**src/rtl/uart_rcv.sv**
```systemverilog
// 8N1 UART receiver: synchronises RX, rejects false start bits, samples every bit
// at its midpoint and presents the byte with a ready flag and a framing-error flag.
module uart_rcv #(
  parameter int unsigned BAUD_CYC = 2604,
  parameter int unsigned HALF_CYC = 1302
) (
  input  logic       clk,
  input  logic       rst,
  input  logic       RX,
  input  logic       clr_rdy,
  output logic [7:0] rx_data,
  output logic       rdy,
  output logic       frm_err
);

  localparam int unsigned CNT_W = 12;
  localparam int unsigned BIT_W = 4;

  typedef enum logic [1:0] {IDLE, START, DATA, STOP} state_t;

  state_t             state, nxt_state;
  logic [CNT_W-1:0]   baud_cnt, nxt_baud;
  logic [BIT_W-1:0]   bit_cnt, nxt_bit;
  logic [7:0]         shft, nxt_shft;
  logic [7:0]         nxt_data;
  logic               nxt_rdy, nxt_frm;
  logic               rx_m, rx_s, rx_q;
  logic               fall;

  // Synchroniser plus edge-detect flop; preset high so reset never looks like a start bit.
  always_ff @(posedge clk or posedge rst) begin
    if (rst) begin
      rx_m <= 1'b1;
      rx_s <= 1'b1;
      rx_q <= 1'b1;
    end else begin
      rx_m <= RX;
      rx_s <= rx_m;
      rx_q <= rx_s;
    end
  end

  assign fall = rx_q & ~rx_s;

  always_ff @(posedge clk or posedge rst) begin
    if (rst) begin
      state    <= IDLE;
      baud_cnt <= '0;
      bit_cnt  <= '0;
      shft     <= '0;
      rx_data  <= 8'h00;
      rdy      <= 1'b0;
      frm_err  <= 1'b0;
    end else begin
      state    <= nxt_state;
      baud_cnt <= nxt_baud;
      bit_cnt  <= nxt_bit;
      shft     <= nxt_shft;
      rx_data  <= nxt_data;
      rdy      <= nxt_rdy;
      frm_err  <= nxt_frm;
    end
  end

  // Next-state and datapath; a rdy set later in this block overrides clr_rdy.
  always_comb begin
    nxt_state = state;
    nxt_baud  = baud_cnt;
    nxt_bit   = bit_cnt;
    nxt_shft  = shft;
    nxt_data  = rx_data;
    nxt_rdy   = clr_rdy ? 1'b0 : rdy;
    nxt_frm   = frm_err;

    case (state)
      IDLE: begin
        if (fall) begin
          nxt_baud  = CNT_W'(HALF_CYC - 1);
          nxt_rdy   = 1'b0;
          nxt_state = START;
        end
      end
      START: begin
        if (baud_cnt == '0) begin
          if (rx_s) begin
            nxt_state = IDLE;
          end else begin
            nxt_baud  = CNT_W'(BAUD_CYC - 1);
            nxt_bit   = '0;
            nxt_frm   = 1'b0;
            nxt_state = DATA;
          end
        end else begin
          nxt_baud = baud_cnt - CNT_W'(1);
        end
      end
      DATA: begin
        if (baud_cnt == '0) begin
          nxt_shft = {rx_s, shft[7:1]};
          nxt_bit  = bit_cnt + BIT_W'(1);
          nxt_baud = CNT_W'(BAUD_CYC - 1);
          if (bit_cnt == BIT_W'(7)) nxt_state = STOP;
        end else begin
          nxt_baud = baud_cnt - CNT_W'(1);
        end
      end
      STOP: begin
        if (baud_cnt == '0) begin
          nxt_data  = shft;
          nxt_state = IDLE;
          if (rx_s) begin
            nxt_rdy = 1'b1;
            nxt_frm = 1'b0;
          end else begin
            nxt_frm = 1'b1;
          end
        end else begin
          nxt_baud = baud_cnt - CNT_W'(1);
        end
      end
      default: nxt_state = IDLE;
    endcase
  end

endmodule
```
**config.mk**
```make
export PLATFORM = sky130hd
export DESIGN_NAME = uart_rcv
export DESIGN_NICKNAME = d
export VERILOG_FILES = /design/src/rtl/uart_rcv.sv
export SDC_FILE = /design/constraint.sdc
export NUM_CORES = 1
export LEC_CHECK = 0
export ABC_AREA = 1
export CORE_MARGIN = 1.5
export CORE_UTILIZATION = 55
export DETAILED_ROUTE_END_ITERATION = 10
export HOLD_SLACK_MARGIN = 0.02
export PLACE_DENSITY = 0.75
export SLEW_MARGIN = 0
export SYNTH_ARGS = -nofsm -noshare
export SYNTH_HDL_FRONTEND = slang
export SYNTH_SLANG_ARGS = --single-unit
```
**constraint.sdc**
```tcl
create_clock -name clk -period 1.8 [get_ports clk]
set_input_delay 0.18 -clock clk [delete_from_list [all_inputs] [get_ports clk]]
set_output_delay 0.18 -clock clk [all_outputs]
set_load 0.005 [all_outputs]
```
==> impl_metrics.py, run 1 <==
metrics = {
    "worst_setup_path": {
        "path_max_fanout": 4,
        "cp-start-kind": "register",
        "worstPathRequired_ns": 1.99,
        "critical_path_class": "reg -> reg",
        "regToRegStartpoint": "baud_cnt[1]",
        "ff2ff_setup_slack_ns": 0.17,
        "r2r_cells": 9,
        "worstReg2RegEnd": "state[0]",
        "cp-end-kind": "register",
        "arrival_ns": 1.82,
    },
    "sta": {
        "period_needed_ns": 1.63,
        "setup_violations": 0,
        "fin_skew_ns": 0.00664,
        "holdWs_ns": 0.282,
        "drv_slew": 0,
        "hold_violations": 0,
        "worst_slew_pin_slew_ns": 0.487,
        "tns_ns": 0,
        "finalCritPeriodShare_pct": 90.6,
        "max_freq_ghz": 0.613,
        "slew_headroom_pct": 67.5,
    },
    "cells_and_area": {
        "nFillCells": 318,
        "multi_input_area_sq_um": 1020,
        "syn2layout_area_growth_pct": 15.7,
        "drive_gt1_share_pct": 17.7,
        "register_area_sq_um": 980,
        "final_cell_mix": "nand2_1, inv_1, dfrtp_1, nor2_1, o21ai_0",
        "num_antenna_cells": 0,
        "utilization_pct": 67.1,
        "nets": 293,
        "final_common_cell": "nand2_1",
    },
    "power_and_ir_drop": {
        "p_switching_mw": 1.55,
        "clock_power_share_pct": 20.7,
        "total_power_mw": 3.58,
        "intPower_mw": 2.03,
        "p_sw_share_pct": 43.4,
        "cellLeakagePower_nw": 1.24,
        "p_seq_share_pct": 34.1,
        "ir_drop_v": 0.000909,
        "combPwrFrac_pct": 45.2,
        "power_density_nw_per_um2": 1440,
    },
    "floorplan": {
        "start_util_pct": 58.0,
        "die_h_microns": 65.6,
        "die_x_microns": 65.6,
        "rows": 22,
        "ioPinCount": 14,
        "die-area_sq_um": 4300,
        "core_sq_um": 3720,
    },
    "yosys": {
        "synth_seq_cells": 39,
        "ys_top_cells_by_area": "dfrtp_1, nand2_1, inv_1, o21ai_0, ha_1",
        "ys_seq_area_share_pct": 45.5,
        "yosysTopAreaCell": "dfrtp_1",
        "synth_edf_count": 0,
        "avgSynthCellArea_sq_um": 8.35,
        "synthDistinctLibCells": 32,
        "synth-main-ff-cell": "dfrtp_1",
        "syn_area_sq_um": 2150,
        "syn-num-nets": 269,
        "ys_async_sr_fraction_pct": 100,
        "netlist_instances": 258,
        "synth_warnings": 0,
        "yosys.area.top_type_share_pct": 41.8,
    },
    "clocking": {
        "cts_setup_buffers": 0,
        "htreeDepth": 2,
        "path_clk_slew_ns": 0.08,
        "cts_hold_buffers": 0,
        "clock_latency_ns": 0.30,
        "clk_path_buf_depth": 2,
        "cts_buffers": 5,
        "ctsRootBufferMaster": "clkbuf_8",
        "cts_tree": "yes",
        "post_cts_resized": 0,
        "clkSinkCount": 39,
    },
    "routing": {
        "via_per_inst": 5.00,
        "num_vias": 1655,
        "drc": 0,
        "drt-total-wl_microns": 4080,
        "drt_iter0_markers": 154,
        "drt_first_pass_iters": 5,
        "wl_per_cell_microns": 12.3,
        "ant_nets": 0,
    },
    "global_routing": {
        "overflow": 0,
        "antenna_found_initial": 0,
        "grt_pass1_wl_microns": 6970,
        "grt_max_degree": 40,
        "grt_pass1_vias": 1611,
        "grt_use_total_pct": 21.9,
    },
    "placement": {
        "place_hpwl_microns": 2950,
        "portBuffers": 13,
        "place.gp.congestion": 0.856,
    },
    "hold_path": {
        "min_path_type": "in -> async",
    },
    "outcome": {
        "status": "finished, final reports clean",
    },
    "run": {
        "cap_violations": 0,
    },
}
==> area by class of cell <==
class	count	share of cell area, %
Timing Repair Buffer	19	7.02
Tap cell	48	2.41
Clock buffer	5	2.76
Multi-Input combinational cell	178	40.9
Inverter	39	5.87
Sequential cell	39	39.3
Clock inverter	3	1.76
==> through the flow <==
stage | worst slack, ns | cells | cell area, sq um
2_1_floorplan | 0.257 | 258 | 2150
4_1_cts | 0.128 | 331 | 2480
3_5_place_dp | 0.164 | 323 | 2360
3_3_place_gp | 0.182 | 323 | 2360
6_report | 0.169 | 331 | 2490
5_1_grt | -0.000724 | 331 | 2490
==> power groups by stage <==
| stage | registers (mW) | clock network [mW] | logic, mW |
|---|---|---|---|
| final | 1.22 | 0.741 | 1.62 |
| after detailed placement | 1.24 | 0 | 1.57 |
| after global placement | 1.22 | 0 | 1.52 |
| after global routing | 1.24 | 0.784 | 1.83 |
| after floorplan | 1.19 | 0 | 1.22 |
| after CTS | 1.22 | 0.756 | 1.58 |
==> cell usage after synthesis, drive strengths merged, types with 3 or more instances <==
library cell / count
nand2: 76
inv: 39
dfrtp: 36
o21ai: 29
nor2: 28
nand3: 18
ha: 7
nand4: 4
a21oi: 3
dfstp: 3
xor2: 3
==> flip-flops by register name, summed over array words and instances, names as in the netlist, named ones only <==
signal / flops
rx_q: 1
rx_s: 1
rx_m: 1
state: 1
rx_data: 8
shft: 8
rdy: 1
baud_cnt: 12
frm_err: 1
bit_cnt: 4
==> cell families after synthesis <==
logic type               share of synthesized area, %
adder cells (fa/ha/maj)                          4.06
flip-flops                                       45.5
buffers and inverters                            8.01
AND/OR/NAND/NOR                                  30.4
XOR/XNOR                                         1.63
AO/OA/AOI/OAI                                    10.5
==> critical path, stage by stage (launching register included) <==
cell	delay, ns
dfrtp_1	0.38
inv_1	0.10
ha_1	0.20
nand3_1	0.13
nor2_4	0.19
nand2_4	0.10
a21oi_1	0.21
nand2_1	0.09
nand2_1	0.07
nand2_1	0.05
==> layer usage <==
metal  part of all wire, %  wire (microns)  up-vias  global-route usage (%)
met2                    47            1910       22                    36.1
met3                   2.7             111        4                    4.45
met4                   1.8              74        0                    11.7
met1                    49            1980      763                    27.1
li1                      -               -      866                       -
met5                     0               0        -                       0
==> worst max path at each step <==
stage / start / end / slack (ns)
6_report: baud_cnt[1] / state[0] / 0.17
5_1_grt: baud_cnt[1] / baud_cnt[8] / -0.0007
4_1_cts: baud_cnt[1] / rx_data[3] / 0.13
3_5_place_dp: baud_cnt[1] / rx_data[3] / 0.16
3_3_place_gp: state[0] / baud_cnt[10] / 0.18
2_1_floorplan: baud_cnt[0] / state[0] / 0.26
(Power assumes the default switching activity.)
==> run 2, diff against run 1 <==
Settings changed: CTS_BUF_LIST from default to sky130_fd_sc_hd__clkbuf_2 sky130_fd_sc_hd__clkbuf_4 sky130_fd_sc_hd__clkbuf_8.
==> results of run 2 <==
The final DEF is identical to that of run 1; final timing and power are the same.
==> run 3, diff against run 2 <==
Settings changed: PLACE_DENSITY 0.75 to 0.78.
Clock period 1.8 ns to 1.4 ns, I/O delays scaled along.
==> impl_metrics.py, run 3 (synthesis gave the netlist of run 1 again) <==
metrics = {
    "hold_path": {
        "min_path_type": "in -> async",
    },
    "power_and_ir_drop": {
        "combPwrFrac_pct": 58.6,
        "ir_drop_v": 0.000940,
        "total_power_mw": 5.52,
        "cellLeakagePower_nw": 1.50,
        "p_sw_share_pct": 43.6,
        "power_density_nw_per_um2": 1840,
        "clock_power_share_pct": 13.8,
        "p_switching_mw": 2.41,
        "p_seq_share_pct": 27.6,
        "intPower_mw": 3.11,
    },
    "floorplan": {
        "ioPinCount": 14,
        "core_sq_um": 3720,
        "die-area_sq_um": 4300,
        "die_x_microns": 65.6,
        "start_util_pct": 58.0,
        "rows": 22,
        "die_h_microns": 65.6,
    },
    "cells_and_area": {
        "num_antenna_cells": 0,
        "largest_register_ffs": 12,
        "max_flop_register": "baud_cnt",
        "fin_cells": 366,
        "nFillCells": 236,
        "final_cell_mix": "nand2_1, dfrtp_1, buf_4, inv_1, nor2_1",
        "multi_input_area_sq_um": 1220,
        "register_area_sq_um": 980,
        "syn2layout_area_growth_pct": 39.3,
        "final_common_cell": "nand2_1",
        "drive_gt1_share_pct": 37.7,
        "utilization_pct": 80.8,
        "top_regs": "baud_cnt x12, rx_data x8, shft x8",
        "nets": 328,
    },
    "global_routing": {
        "antenna_found_initial": 0,
        "grt_use_total_pct": 26.2,
        "overflow": 0,
        "grt_pass1_vias": 1819,
        "grt_pass1_wl_microns": 8300,
        "grt_max_degree": 40,
    },
    "routing": {
        "via_per_inst": 5.19,
        "ant_nets": 0,
        "drt-total-wl_microns": 5300,
        "drc": 0,
        "num_vias": 1901,
        "drt_iter0_markers": 147,
        "wl_per_cell_microns": 14.5,
        "drt_first_pass_iters": 4,
    },
    "clocking": {
        "path_clk_slew_ns": 0.08,
        "cts_buffers": 5,
        "clock_latency_ns": 0.30,
        "clkSinkCount": 39,
        "clk_path_buf_depth": 2,
        "ctsRootBufferMaster": "clkbuf_8",
        "cts_tree": "yes",
        "htreeDepth": 2,
    },
    "worst_setup_path": {
        "critPathSlowestCell": "dfrtp_1",
        "worstPathRequired_ns": 1.61,
        "regToRegStartpoint": "baud_cnt[2]",
        "arrival_ns": 1.75,
        "cp-start-kind": "register",
        "cp_num_buf_inv": 0,
        "slowest_delay_ns": 0.44,
        "cp_common_cell": "nor2_4",
        "cp-startpoint": "baud_cnt[2]",
        "critical_path_class": "reg -> reg",
        "path_max_fanout": 5,
        "crit_family": "simple AND/OR/NAND/NOR gates",
        "cp_cell_sequence": "nor2_4 -> nand2_2 -> nor2_4 -> nand2_4 -> nor2_1 -> nand2_1 -> a22oi_1",
        "cp-end-kind": "register",
    },
    "sta": {
        "max_freq_ghz": 0.651,
        "setup_violations": 33,
        "slew_headroom_pct": 74.7,
        "setup_ws_ns": -0.137,
        "worst_slew_pin_slew_ns": 0.375,
        "finalCritPeriodShare_pct": 110,
        "hold_violations": 0,
        "rsz0062_at_grt": "yes",
        "fin_skew_ns": 0.00701,
        "drv_slew": 0,
        "period_needed_ns": 1.54,
        "holdWs_ns": 0.184,
    },
    "placement": {
        "dp_cells": 347,
        "place.gp.congestion": 0.908,
        "portBuffers": 13,
        "place_hpwl_microns": 3210,
    },
    "run": {
        "cap_violations": 0,
    },
    "outcome": {
        "violations": "setup timing",
        "status": "finished, violations left",
    },
}
run 3: cell types whose count changed in the layout (fill, tap and decap cells not counted), moves of 4 or more:
| cell | delta |
|---|---|
| ha_1 | -6 |
| nand2_4 | +10 |
| inv_2 | +4 |
| inv_1 | -5 |
| o21ai_1 | +12 |
| nand2_2 | +4 |
| o21ai_0 | -13 |
| nor2_4 | +5 |
| ha_2 | +4 |
| nor2_1 | -5 |
| nand2_1 | -14 |
| buf_4 | +29 |
run 3: worst reg2reg max path, stage by stage, from the launching register on:
cell and delay (ns):
dfrtp_1 0.44, nor2_4 0.18, nand2_2 0.09, nor2_4 0.19
nand2_4 0.13, nor2_1 0.17, nand2_1 0.09, a22oi_1 0.17
run 3: power groups by stage:
| stage | Sequential (mW) | Clock [mW] | Combinational [mW] |
|---|---|---|---|
| floorplan | 1.54 | 0 | 1.64 |
| global placement | 1.51 | 0 | 2.56 |
| detailed placement | 1.52 | 0 | 2.59 |
| CTS | 1.50 | 0.790 | 2.94 |
| global route | 1.54 | 0.834 | 3.55 |
| finish | 1.52 | 0.762 | 3.23 |
run 3: per-layer routing:
metal	wire length [microns]	GRT usage, %	up-vias
li1	-	-	932
met1	2180	31.4	912
met2	2790	44.8	45
met3	192	6.16	12
met4	141	12.0	0
met5	0	0	-
run 3: metrics by stage:
| stage | setup TNS [ns] | worst slack, ns | cell area [sq um] |
|---|---|---|---|
| after CTS | -0.991 | -0.0668 | 2870 |
| final | -1.91 | -0.137 | 3000 |
| after floorplan | -0.106 | -0.0107 | 2180 |
| after global routing | -4.57 | -0.210 | 3000 |
| after global placement | -1.65 | -0.198 | 2610 |
| after detailed placement | -2.05 | -0.189 | 2610 |
run 3: what timing repair did:
item                                   4_1_cts  5_1_grt
hold buffers                                 0        0
endpoints found under the hold margin        0        0
buffers inserted                             6        3
gates cloned                                 2        0
pin swaps                                    6       12
resized for setup                           29       29
setup endpoints to repair                   35       36
run 3: worst paths after layout:
check / slack (ns) / cells after the start / endpoint
worst max-delay path: -0.14 / 7 / rdy
worst min-delay path: 0.18 / 3 / baud_cnt[7]
worst max register to register: -0.14 / 7 / rdy
worst min register to register: 0.36 / 0 / rx_s
max in group asynchronous: 0.95 / 3 / rx_m
min in group clk: 0.25 / 1 / rx_m
run 3: cell type report:
cell class / count / area share (%)
inverter: 39 / 5.04
tap: 48 / 2.00
clock buffer: 6 / 2.54
timing repair buffer: 53 / 16.6
multi-input combinational: 179 / 40.7
clock inverter: 2 / 0.417
sequential: 39 / 32.6
